[src/rtl/rx_bit_timer_frac_pkg.sv]
// ---------------------------------------------------------------------------
// usb_rx_timer_pkg
//   Shared constants and helpers for the USB RX bit-timing slice.
//   USB_FS_* : full-speed ratio of system clocks per line bit
//              (8 + 1/3 clocks per bit at the default system clock).
//   clog2_min1 : $clog2 that never returns 0, so a counter is at least 1 bit.
// ---------------------------------------------------------------------------
package usb_rx_timer_pkg;

  localparam int USB_FS_CLK_INT  = 8;
  localparam int USB_FS_FRAC_NUM = 1;
  localparam int USB_FS_FRAC_DEN = 3;

  function automatic int clog2_min1(input int n);
    int w;
    w = $clog2(n);
    return (w < 1) ? 1 : w;
  endfunction

endpackage

[src/rtl/rx_bit_timer_frac_if.sv]
// ---------------------------------------------------------------------------
// rx_bit_timer_frac_if
//   Control and strobe bundle between the edge detector / destuffer (master)
//   and the bit timer (slave).
//   enable_timer  master->slave  run the timer; low clears everything
//   resync        master->slave  one-cycle pulse on a detected line edge
//   invalid_bit   master->slave  current bit is stuffed (valid in strobe cycle)
//   sample_strobe slave->master  mid-bit sample point, stuffed bits included
//   shift_enable  slave->master  sample point of a valid bit
//   byte_complete slave->master  one-cycle pulse after the last bit of a word
//   bit_idx       slave->master  valid bits taken in the current word
// ---------------------------------------------------------------------------
interface rx_bit_timer_frac_if #(
  parameter int IDX_W = 3
);

  logic             enable_timer;
  logic             resync;
  logic             invalid_bit;
  logic             sample_strobe;
  logic             shift_enable;
  logic             byte_complete;
  logic [IDX_W-1:0] bit_idx;

  modport master (
    output enable_timer,
    output resync,
    output invalid_bit,
    input  sample_strobe,
    input  shift_enable,
    input  byte_complete,
    input  bit_idx
  );

  modport slave (
    input  enable_timer,
    input  resync,
    input  invalid_bit,
    output sample_strobe,
    output shift_enable,
    output byte_complete,
    output bit_idx
  );

endinterface

[src/rtl/rx_bit_timer_frac_frac_period_gen.sv]
// ---------------------------------------------------------------------------
// frac_period_gen
//   Bresenham accumulator that spreads FRAC_NUM/FRAC_DEN extra clocks over
//   the bit stream. Each bit is CLK_INT clocks long, plus one when len_carry
//   is set.
//   clk, rst   system clock, asynchronous active-high reset
//   advance    one-cycle pulse at the last clock of the current bit
//   clear      synchronous clear of remainder and carry (timer disabled)
//   len_carry  1 = the bit now running is CLK_INT+1 clocks long
// ---------------------------------------------------------------------------
module frac_period_gen
  import usb_rx_timer_pkg::*;
#(
  parameter int FRAC_NUM = USB_FS_FRAC_NUM,
  parameter int FRAC_DEN = USB_FS_FRAC_DEN
) (
  input  logic clk,
  input  logic rst,
  input  logic advance,
  input  logic clear,
  output logic len_carry
);

  localparam int ACC_W = clog2_min1(FRAC_DEN + 1);

  // One spare bit: acc + FRAC_NUM stays below 2*FRAC_DEN.
  localparam logic [ACC_W:0] NUM_E = (ACC_W + 1)'(FRAC_NUM);
  localparam logic [ACC_W:0] DEN_E = (ACC_W + 1)'(FRAC_DEN);

  logic [ACC_W-1:0] acc;
  logic [ACC_W:0]   sum;
  logic [ACC_W:0]   acc_nxt;
  logic             carry_nxt;

  // The carry registered at a wrap describes the bit that starts next, so it
  // looks one fraction ahead: the new bit is long if its own share of the
  // fraction overflows the updated remainder. With 1/3 this yields 8,8,9
  // repeating, and the first bit after a clear is always short.
  always_comb begin
    sum       = {1'b0, acc} + NUM_E;
    acc_nxt   = (sum >= DEN_E) ? (sum - DEN_E) : sum;
    carry_nxt = ((acc_nxt + NUM_E) >= DEN_E);
  end

  always_ff @(posedge clk or posedge rst) begin
    if (rst) begin
      acc       <= '0;
      len_carry <= 1'b0;
    end else if (clear) begin
      acc       <= '0;
      len_carry <= 1'b0;
    end else if (advance) begin
      acc       <= acc_nxt[ACC_W-1:0];
      len_carry <= carry_nxt;
    end
  end

endmodule

[src/rtl/rx_bit_timer_frac.sv]
// ---------------------------------------------------------------------------
// rx_bit_timer_frac
//   Bit-timing generator for the USB RX path. Runs a phase counter over a
//   fractional bit period (CLK_INT + FRAC_NUM/FRAC_DEN clocks), fires a
//   sample strobe at SAMPLE_PH, realigns to RESYNC_PH on a line edge, skips
//   stuffed bits, and pulses byte_complete after BITS_PER_WORD valid bits.
//   clk   system clock
//   rst   asynchronous reset, active-high
//   bus   rx_bit_timer_frac_if.slave (enable/resync/invalid in,
//         sample_strobe/shift_enable/byte_complete/bit_idx out)
// ---------------------------------------------------------------------------
module rx_bit_timer_frac
  import usb_rx_timer_pkg::*;
#(
  parameter int CLK_INT       = USB_FS_CLK_INT,
  parameter int FRAC_NUM      = USB_FS_FRAC_NUM,
  parameter int FRAC_DEN      = USB_FS_FRAC_DEN,
  parameter int SAMPLE_PH     = 4,
  parameter int RESYNC_PH     = 1,
  parameter int BITS_PER_WORD = 8
) (
  input logic               clk,
  input logic               rst,
  rx_bit_timer_frac_if.slave bus
);

  // Phase reaches at most CLK_INT (last clock of a long bit).
  localparam int PH_W  = clog2_min1(CLK_INT + 1);
  localparam int IDX_W = clog2_min1(BITS_PER_WORD);

  localparam logic [PH_W-1:0]  LAST_SHORT  = PH_W'(CLK_INT - 1);
  localparam logic [PH_W-1:0]  SAMPLE_PH_V = PH_W'(SAMPLE_PH);
  localparam logic [PH_W-1:0]  RESYNC_PH_V = PH_W'(RESYNC_PH);
  localparam logic [IDX_W-1:0] IDX_LAST    = IDX_W'(BITS_PER_WORD - 1);

  if (CLK_INT < 4) begin : g_err_clk_int
    $error("rx_bit_timer_frac: CLK_INT must be >= 4");
  end
  if (FRAC_DEN < 1) begin : g_err_frac_den
    $error("rx_bit_timer_frac: FRAC_DEN must be >= 1");
  end
  if (FRAC_NUM < 0 || FRAC_NUM >= FRAC_DEN) begin : g_err_frac_num
    $error("rx_bit_timer_frac: FRAC_NUM must be in [0, FRAC_DEN)");
  end
  if (SAMPLE_PH < 0 || SAMPLE_PH >= CLK_INT) begin : g_err_sample_ph
    $error("rx_bit_timer_frac: SAMPLE_PH must be in [0, CLK_INT)");
  end
  if (RESYNC_PH < 0 || RESYNC_PH >= CLK_INT) begin : g_err_resync_ph
    $error("rx_bit_timer_frac: RESYNC_PH must be in [0, CLK_INT)");
  end
  if (BITS_PER_WORD < 2) begin : g_err_bpw
    $error("rx_bit_timer_frac: BITS_PER_WORD must be >= 2");
  end

  logic [PH_W-1:0]  phase;
  logic [PH_W-1:0]  phase_last;
  logic             len_carry;
  logic             wrap;
  logic             strobe;
  logic             shift_en;
  logic [IDX_W-1:0] bit_idx_q;
  logic             byte_complete_q;

  assign phase_last = LAST_SHORT + PH_W'(len_carry);
  assign wrap       = bus.enable_timer & (phase == phase_last);

  // Strobe decodes the registered phase, so it still fires in a cycle that
  // also carries resync; it is held low during reset regardless of SAMPLE_PH.
  assign strobe   = bus.enable_timer & ~rst & (phase == SAMPLE_PH_V);
  assign shift_en = strobe & ~bus.invalid_bit;

  frac_period_gen #(
    .FRAC_NUM (FRAC_NUM),
    .FRAC_DEN (FRAC_DEN)
  ) u_frac_period_gen (
    .clk       (clk),
    .rst       (rst),
    .advance   (wrap),
    .clear     (~bus.enable_timer),
    .len_carry (len_carry)
  );

  // Resync overrides the increment and the wrap-to-zero, but the wrap still
  // advances the accumulator above so the fractional sequence is not lost.
  always_ff @(posedge clk or posedge rst) begin
    if (rst) begin
      phase <= '0;
    end else if (!bus.enable_timer) begin
      phase <= '0;
    end else if (bus.resync) begin
      phase <= RESYNC_PH_V;
    end else if (wrap) begin
      phase <= '0;
    end else begin
      phase <= phase + PH_W'(1);
    end
  end

  always_ff @(posedge clk or posedge rst) begin
    if (rst) begin
      bit_idx_q       <= '0;
      byte_complete_q <= 1'b0;
    end else if (!bus.enable_timer) begin
      bit_idx_q       <= '0;
      byte_complete_q <= 1'b0;
    end else begin
      byte_complete_q <= 1'b0;
      if (shift_en) begin
        if (bit_idx_q == IDX_LAST) begin
          bit_idx_q       <= '0;
          byte_complete_q <= 1'b1;
        end else begin
          bit_idx_q <= bit_idx_q + IDX_W'(1);
        end
      end
    end
  end

  // Disable forces every output low in the same cycle, ahead of the
  // synchronous clear of the registers behind them.
  assign bus.sample_strobe = strobe;
  assign bus.shift_enable  = shift_en;
  assign bus.byte_complete = byte_complete_q & bus.enable_timer;
  assign bus.bit_idx       = bus.enable_timer ? bit_idx_q : '0;

endmodule

[src/flat_wrapper.sv]
// flat-port wrapper written by rule: the top's interface ports become plain ports
module rx_bit_timer_frac_flat import usb_rx_timer_pkg::*;
#(
  parameter int CLK_INT       = USB_FS_CLK_INT,
  parameter int FRAC_NUM      = USB_FS_FRAC_NUM,
  parameter int FRAC_DEN      = USB_FS_FRAC_DEN,
  parameter int SAMPLE_PH     = 4,
  parameter int RESYNC_PH     = 1,
  parameter int BITS_PER_WORD = 8
)
  (clk, rst, bus_enable_timer, bus_resync, bus_invalid_bit, bus_sample_strobe, bus_shift_enable, bus_byte_complete, bus_bit_idx);
  rx_bit_timer_frac_if #(.IDX_W(3)) bus_i ();
  input logic clk;
  input logic rst;
  input wire logic [$bits(bus_i.enable_timer)-1:0] bus_enable_timer;
  input wire logic [$bits(bus_i.resync)-1:0] bus_resync;
  input wire logic [$bits(bus_i.invalid_bit)-1:0] bus_invalid_bit;
  output wire logic [$bits(bus_i.sample_strobe)-1:0] bus_sample_strobe;
  output wire logic [$bits(bus_i.shift_enable)-1:0] bus_shift_enable;
  output wire logic [$bits(bus_i.byte_complete)-1:0] bus_byte_complete;
  output wire logic [$bits(bus_i.bit_idx)-1:0] bus_bit_idx;
  assign bus_i.enable_timer = bus_enable_timer;
  assign bus_i.resync = bus_resync;
  assign bus_i.invalid_bit = bus_invalid_bit;
  assign bus_sample_strobe = bus_i.sample_strobe;
  assign bus_shift_enable = bus_i.shift_enable;
  assign bus_byte_complete = bus_i.byte_complete;
  assign bus_bit_idx = bus_i.bit_idx;
  rx_bit_timer_frac #(.CLK_INT(CLK_INT), .FRAC_NUM(FRAC_NUM), .FRAC_DEN(FRAC_DEN), .SAMPLE_PH(SAMPLE_PH), .RESYNC_PH(RESYNC_PH), .BITS_PER_WORD(BITS_PER_WORD)) u_core (.clk(clk), .rst(rst), .bus(bus_i));
endmodule
[config.mk]
export PLATFORM = sky130hd
export DESIGN_NAME = rx_bit_timer_frac_flat
export DESIGN_NICKNAME = d
export VERILOG_FILES = /design/src/rtl/rx_bit_timer_frac_pkg.sv /design/src/rtl/rx_bit_timer_frac_if.sv /design/src/rtl/rx_bit_timer_frac_frac_period_gen.sv /design/src/rtl/rx_bit_timer_frac.sv /design/src/flat_wrapper.sv
export SDC_FILE = /design/constraint.sdc
export NUM_CORES = 1
export LEC_CHECK = 0
export BUFFER_PORTS_ARGS = -buffer_cell sky130_fd_sc_hd__buf_4
export CAP_MARGIN = 20
export CORE_AREA = 4 4 41 43
export DETAILED_ROUTE_END_ITERATION = 16
export DIE_AREA = 0 0 45 47
export PLACE_DENSITY = 0.68
export SKIP_LAST_GASP = 1
export SLEW_MARGIN = 30
export SYNTH_ARGS = -nofsm -noshare
export SYNTH_HDL_FRONTEND = slang
export SYNTH_SLANG_ARGS = --single-unit
[constraint.sdc]
create_clock -name clk -period 1.3 [get_ports clk]
set_input_delay 0.195 -clock clk [delete_from_list [all_inputs] [get_ports clk]]
set_output_delay 0.195 -clock clk [all_outputs]
set_load 0.02 [all_outputs]
After elaboration in Yosys (flattened, before gate mapping)
Index checks and enable logic that the tools add are counted.

Register bits after elaboration: 11. Input bits: 5. Output and inout bits: 6. Word-level logic and storage cells: 40.

$add $sub $neg: 6. Magnitude comparators: 2. Eq/ne operators: 5. Mux-type cells: 15. Bitwise gates (word level): 7.

Operators by type and width (count): $mux W3 (5); $mux W4 (3); $add A3 B1 Y3 const B (2); $ge A3 B2 Y1 const B (2); $and A1 B1 Y1 (5); $mux W1 (5); $add A3 B1 Y4 const A (1); $add A4 B1 Y4 const B (1); $eq A4 B3 Y1 const B (1); $eq A4 B4 Y1 (1); $mux W2 (2); $ne A2 B1 Y1 const B (2); $add A2 B1 Y3 const B (1); $eq A3 B3 Y1 const B (1); $sub A3 B2 Y3 const B (1); $not A1 Y1 (2).

Longest topological paths before layout
Depth after elaboration: 7. Depth in mapped cells: 5.

By module
A second synthesis with hierarchy kept.

Cells, all modules: 52. Area total of the unflattened synthesis: 551.8 um^2.

Modules (own cells, without submodules): rx_bit_timer_frac (instances 1, cells each 43, area each 454.2 um^2, seq. area each 200.2 um^2); frac_period_gen (instances 1, cells each 9, area each 97.6 um^2, seq. area each 50.0 um^2).

Worst setup path before layout
OpenSTA, ideal clock, no wires.

Kind: register to register. Start point: register u_core.phase[0]. End point: register u_core.bit_idx_q[0]. Data arrival time: 1452 ps. Required time: 1175 ps. Slack: -276 ps. Stages on the path, launching flop included: 6. Buffers on the path: 0. Path through: dfrtp_1 -> inv_1 -> ha_1 -> nand2_1 -> nor4_4 -> mux2_2.

Word-level cells in the longest chain between the ends: 4.

RTL lines: start, declared (line rx_bit_timer_frac.sv:55) `logic [PH_W-1:0] phase;`; start signal, assigned (line rx_bit_timer_frac.sv:95) `phase <= phase + PH_W'(1);`; $eq A4 B3 Y1 (line rx_bit_timer_frac.sv:69) `assign strobe = bus.enable_timer & ~rst & (phase == SAMPLE_PH_V);`; $and A1 B1 Y1 (line rx_bit_timer_frac.sv:69); $and A1 B1 Y1 (line rx_bit_timer_frac.sv:70) `assign shift_en = strobe & ~bus.invalid_bit;`; via bus_shift_enable (line flat_wrapper.sv:19) `output wire logic [$bits(bus_i.shift_enable)-1:0] bus_shift_enable;`; $ne A2 B1 Y1 (no line); end signal, assigned (line rx_bit_timer_frac.sv:113) `bit_idx_q <= bit_idx_q + IDX_W'(1);`; end, declared (line rx_bit_timer_frac.sv:61) `logic [IDX_W-1:0] bit_idx_q;`.

The timed path passes the listed nets, and every way through them passes these cells. A chain may end at the register's enable or synchronous reset.

Final worst setup path
Start point: register u_core.phase[0]. End point: output port bus_sample_strobe.

Word-level cells in the longest chain between the ends: 2.

RTL lines: $eq A4 B3 Y1 (line rx_bit_timer_frac.sv:69); $and A1 B1 Y1 (line rx_bit_timer_frac.sv:69); end, declared (line flat_wrapper.sv:18) `output wire logic [$bits(bus_i.sample_strobe)-1:0] bus_sample_strobe;`.

Every way passes these cells.

==> impl_results.md <==
* Worst Max-Slew Pin Slew at 399 ps
* Port Buffer Count at 10
* Failing checks: negative setup slack
* Number of diodes at 0
* Fraction of registers with async set/reset at 100%
* Crit end category: primary output
* Hold Violations, Final at 0
* Final Util at just over 70%
* Tcrit/Tclk final at 115%
* CP Buf/Inv Count at 3
* Via count at about 500
* CTS tree: done
* Placeable core region at 1300 sq um
* RSZ-0062 raised after global routing: yes
* EDFF count, synth at 0
* Final slew viol count at 0
* CP max-delay cell: dfrtp_1
* FF-to-FF Start: u_core.phase[0]$_DFF_PP0_
* Met1 wire length at 586 um
* FF-to-FF path depth at 6
* Clock power share at between 30% and 40%
* WL met2 at around 750 um
* # setup viols final at 6
* Routed WL per cell at around 14 um
* Die Width at between 40 and 50 um
* Pleak at ~0.46 nW
* Worst VDD drop at around 730 uV
* Hold crit path type: input pin to flop
* GPL Wtd Cong at between 0.7 and 0.8
* First-pass GRT wire length at about 2.2 mm
* CTS root buf: clkbuf_4
* Tot Pwr at around 0.72 mW
* Initial antenna violation count at 0
* 1st-iter DRT viols at 5
* Met3 routed WL at 50 um
* YS warnings at 0
* Max Cap Viol at 0
* Switch Pwr at between 0.15 and 0.2 mW
* Fmax at 667 MHz
* Total die area at about 2100 sq um
* H-Tree Depth at 1
* GRT Util Overall at 15.4%
* Post-Syn Area at around 580 sq um
* Minimum clock period at 1500 ps
* Post-Layout Cell Count at roughly 100
* Worst-path clk slew at 70 ps
* Nets at 94
* Routed vias/inst at 5.04
* Fraction of layout cells with a size suffix above 1 at a little under three fifths
* Routed Antenna Nets at 0
* CP required at between 1000 and 1500 ps
* Synth area leaders: dfrtp_1 43%, ha_1 11%, mux2_2 5.8%, nand2_1 5.2%, and2_1 4.3%
* Synth Register Bits at 10
* Remaining DRCs at 0
* Vias in the first global route at 531
* FP Rows at 13
* Worst skew pair latency at 270 ps
* Starting density of the core at between 40% and 50%
* Worst Setup SP: u_core.phase[0]$_DFF_PP0_
* Sequential area share after synthesis at 43.3%
* Critical path class: flop to primary output
* Layout area overhead at 62.3%
* Mean post-synth cell area at about 11 sq um
* Cells after Synth at between 50 and 60
* Sw frac at between 20 and 25%
* Num CTS Buffers at 3
* Most used cell, CP: buf_6
* Main flop type after synthesis: dfrtp_1
* Setup WS post-layout at -199 ps
* Combinational Power Share at between 15 and 20%
* Share of the synthesized area in the top cell type at 43.3%
* Critical R2R Capture: u_core.bit_idx_q[0]$_DFFE_PP0P_
* Crit path cell chain: inv_2 -> ha_4 -> nand2_4 -> buf_6 -> nor3_4 -> buf_6
* Num Clock Sinks at 10
* Setup TNS at -815 ps
* WP data arrival at 1300 ps
* Hpwl dp at approximately 830 um
* Critical Path End: bus_sample_strobe
* CTS Buffer Depth at 2
* Crit path largest cell delay at approximately 400 ps
* Die Y at ~47 um
* Mapped Nets at 65
* Commonest non-fill, non-tap cells in the layout: 21 x buf_4, 9 x dfrtp_1, 7 x nand2_1, 4 x and2_1, 4 x ha_1
* Reg2Reg Setup Slack at -140 ps
* Status: complete, but fails checks
* CP top delay family: flip-flops
* Internal power at 0.542 mW
* Distinct cells, synth at 23
* Power density over the cells at ~770 nW/um^2
* Crit. path cell count at 6
* Gr ovfl total at 0
* CP max FO at 2
* Top-Level Pins at 11
* Worst Skew at between 2 and 2.5 ps
* Largest net degree at the start of global routing at 14
* Fillers at 88
* Pre-CTS setup slack at -162 ps
* Most common cell after layout, fill and taps aside: buf_4
* Placed Cells at just under 90
* Yosys top cell by area: dfrtp_1
* DR top layer: met4
* Final wirelength at about 1.4 mm
* TritonRoute pass-1 iters at 4
* CP startpoint kind: flop
* Relative slew slack at about three quarters
* Sequential share of power at roughly 45%
-- metal layers --
layer	global-route usage, %	up-vias
li1	-	247
met1	16.8	233
met2	28.2	10
met3	3.45	4
met4	7.02	0
met5	0	-
-- cell families after synthesis --
kind of cell             count (synthesis)  synth area share (%)
AND/OR/NAND/NOR                         24                  26.0
flip-flops                              10                  43.3
buffers and inverters                    6                  3.90
multiplexers                             5                  9.31
adder cells (fa/ha/maj)                  5                  10.8
AO/OA/AOI/OAI                            4                  5.20
XOR/XNOR                                 1                  1.52
-- cell usage after synthesis (2+ instances only) --
cell	n
inv_1	5
dfrtp_1	10
mux2_2	3
ha_1	5
mux2i_1	2
and2_1	4
nand2_1	8
nor3_1	3
-- area by class of cell --
cell class                 count  area (sq um)  area share [%]
multi-input combinational     39           412            43.9
sequential                    10           251            26.8
timing repair buffer          25           201            21.5
clock buffer                   4          36.3            3.87
inverter                       5          18.8            2.00
tap                           15          18.8            2.00
-- registers in the layout (all words and copies together), names as in the netlist --
register,cells
u_core.u_frac_period_gen.acc,2
u_core.byte_complete_q,1
u_core.bit_idx_q,3
u_core.phase,4
-- tightest hold or removal path: cells and delay by family --
kind | cells | cell delay (ps)
buffers and inverters | 1 | 80
AO/OA/AOI/OAI | 1 | 60
AND/OR/NAND/NOR | 1 | 40
-- how the worst min path moves through the flow --
stage / from / endpoint / slack [ps] / depth (start not counted)
final: bus_resync / u_core.phase[0]$_DFF_PP0_ / 150 / 3
after global routing: bus_resync / u_core.phase[0]$_DFF_PP0_ / 160 / 3
after CTS: bus_resync / u_core.phase[0]$_DFF_PP0_ / 140 / 3
after detailed placement: rst / u_core.phase[2]$_DFF_PP0_ / 240 / 2
after global placement: rst / u_core.phase[1]$_DFF_PP0_ / 240 / 2
after floorplan: rst / u_core.bit_idx_q[0]$_DFFE_PP0P_ / 40 / 1
-- per-stage QoR --
stage	hold slack [ps]	instance area, sq um
floorplan	35.2	578
CTS	138	868
detailed placement	245	728
finish	146	938
global placement	239	728
global route	163	938
-- power by group through the flow --
stage	combinational (mW)	sequential, mW	clock, mW
2_1_floorplan	0.0300	0.328	0
3_3_place_gp	0.0685	0.325	0
3_5_place_dp	0.0689	0.325	0
4_1_cts	0.0987	0.320	0.293
5_1_grt	0.121	0.321	0.313
6_report	0.112	0.321	0.287
-- what timing repair did --
item / in CTS / in global routing
setup buffers: 4 / 2
pin swaps: 3 / 6
resized for setup: 14 / 12
hold buffers: 1 / 0
cloned: 0 / 0
setup endpoints to repair: 11 / 12
endpoints found under the hold margin: 10 / 0
(Power assumes the default switching activity.)
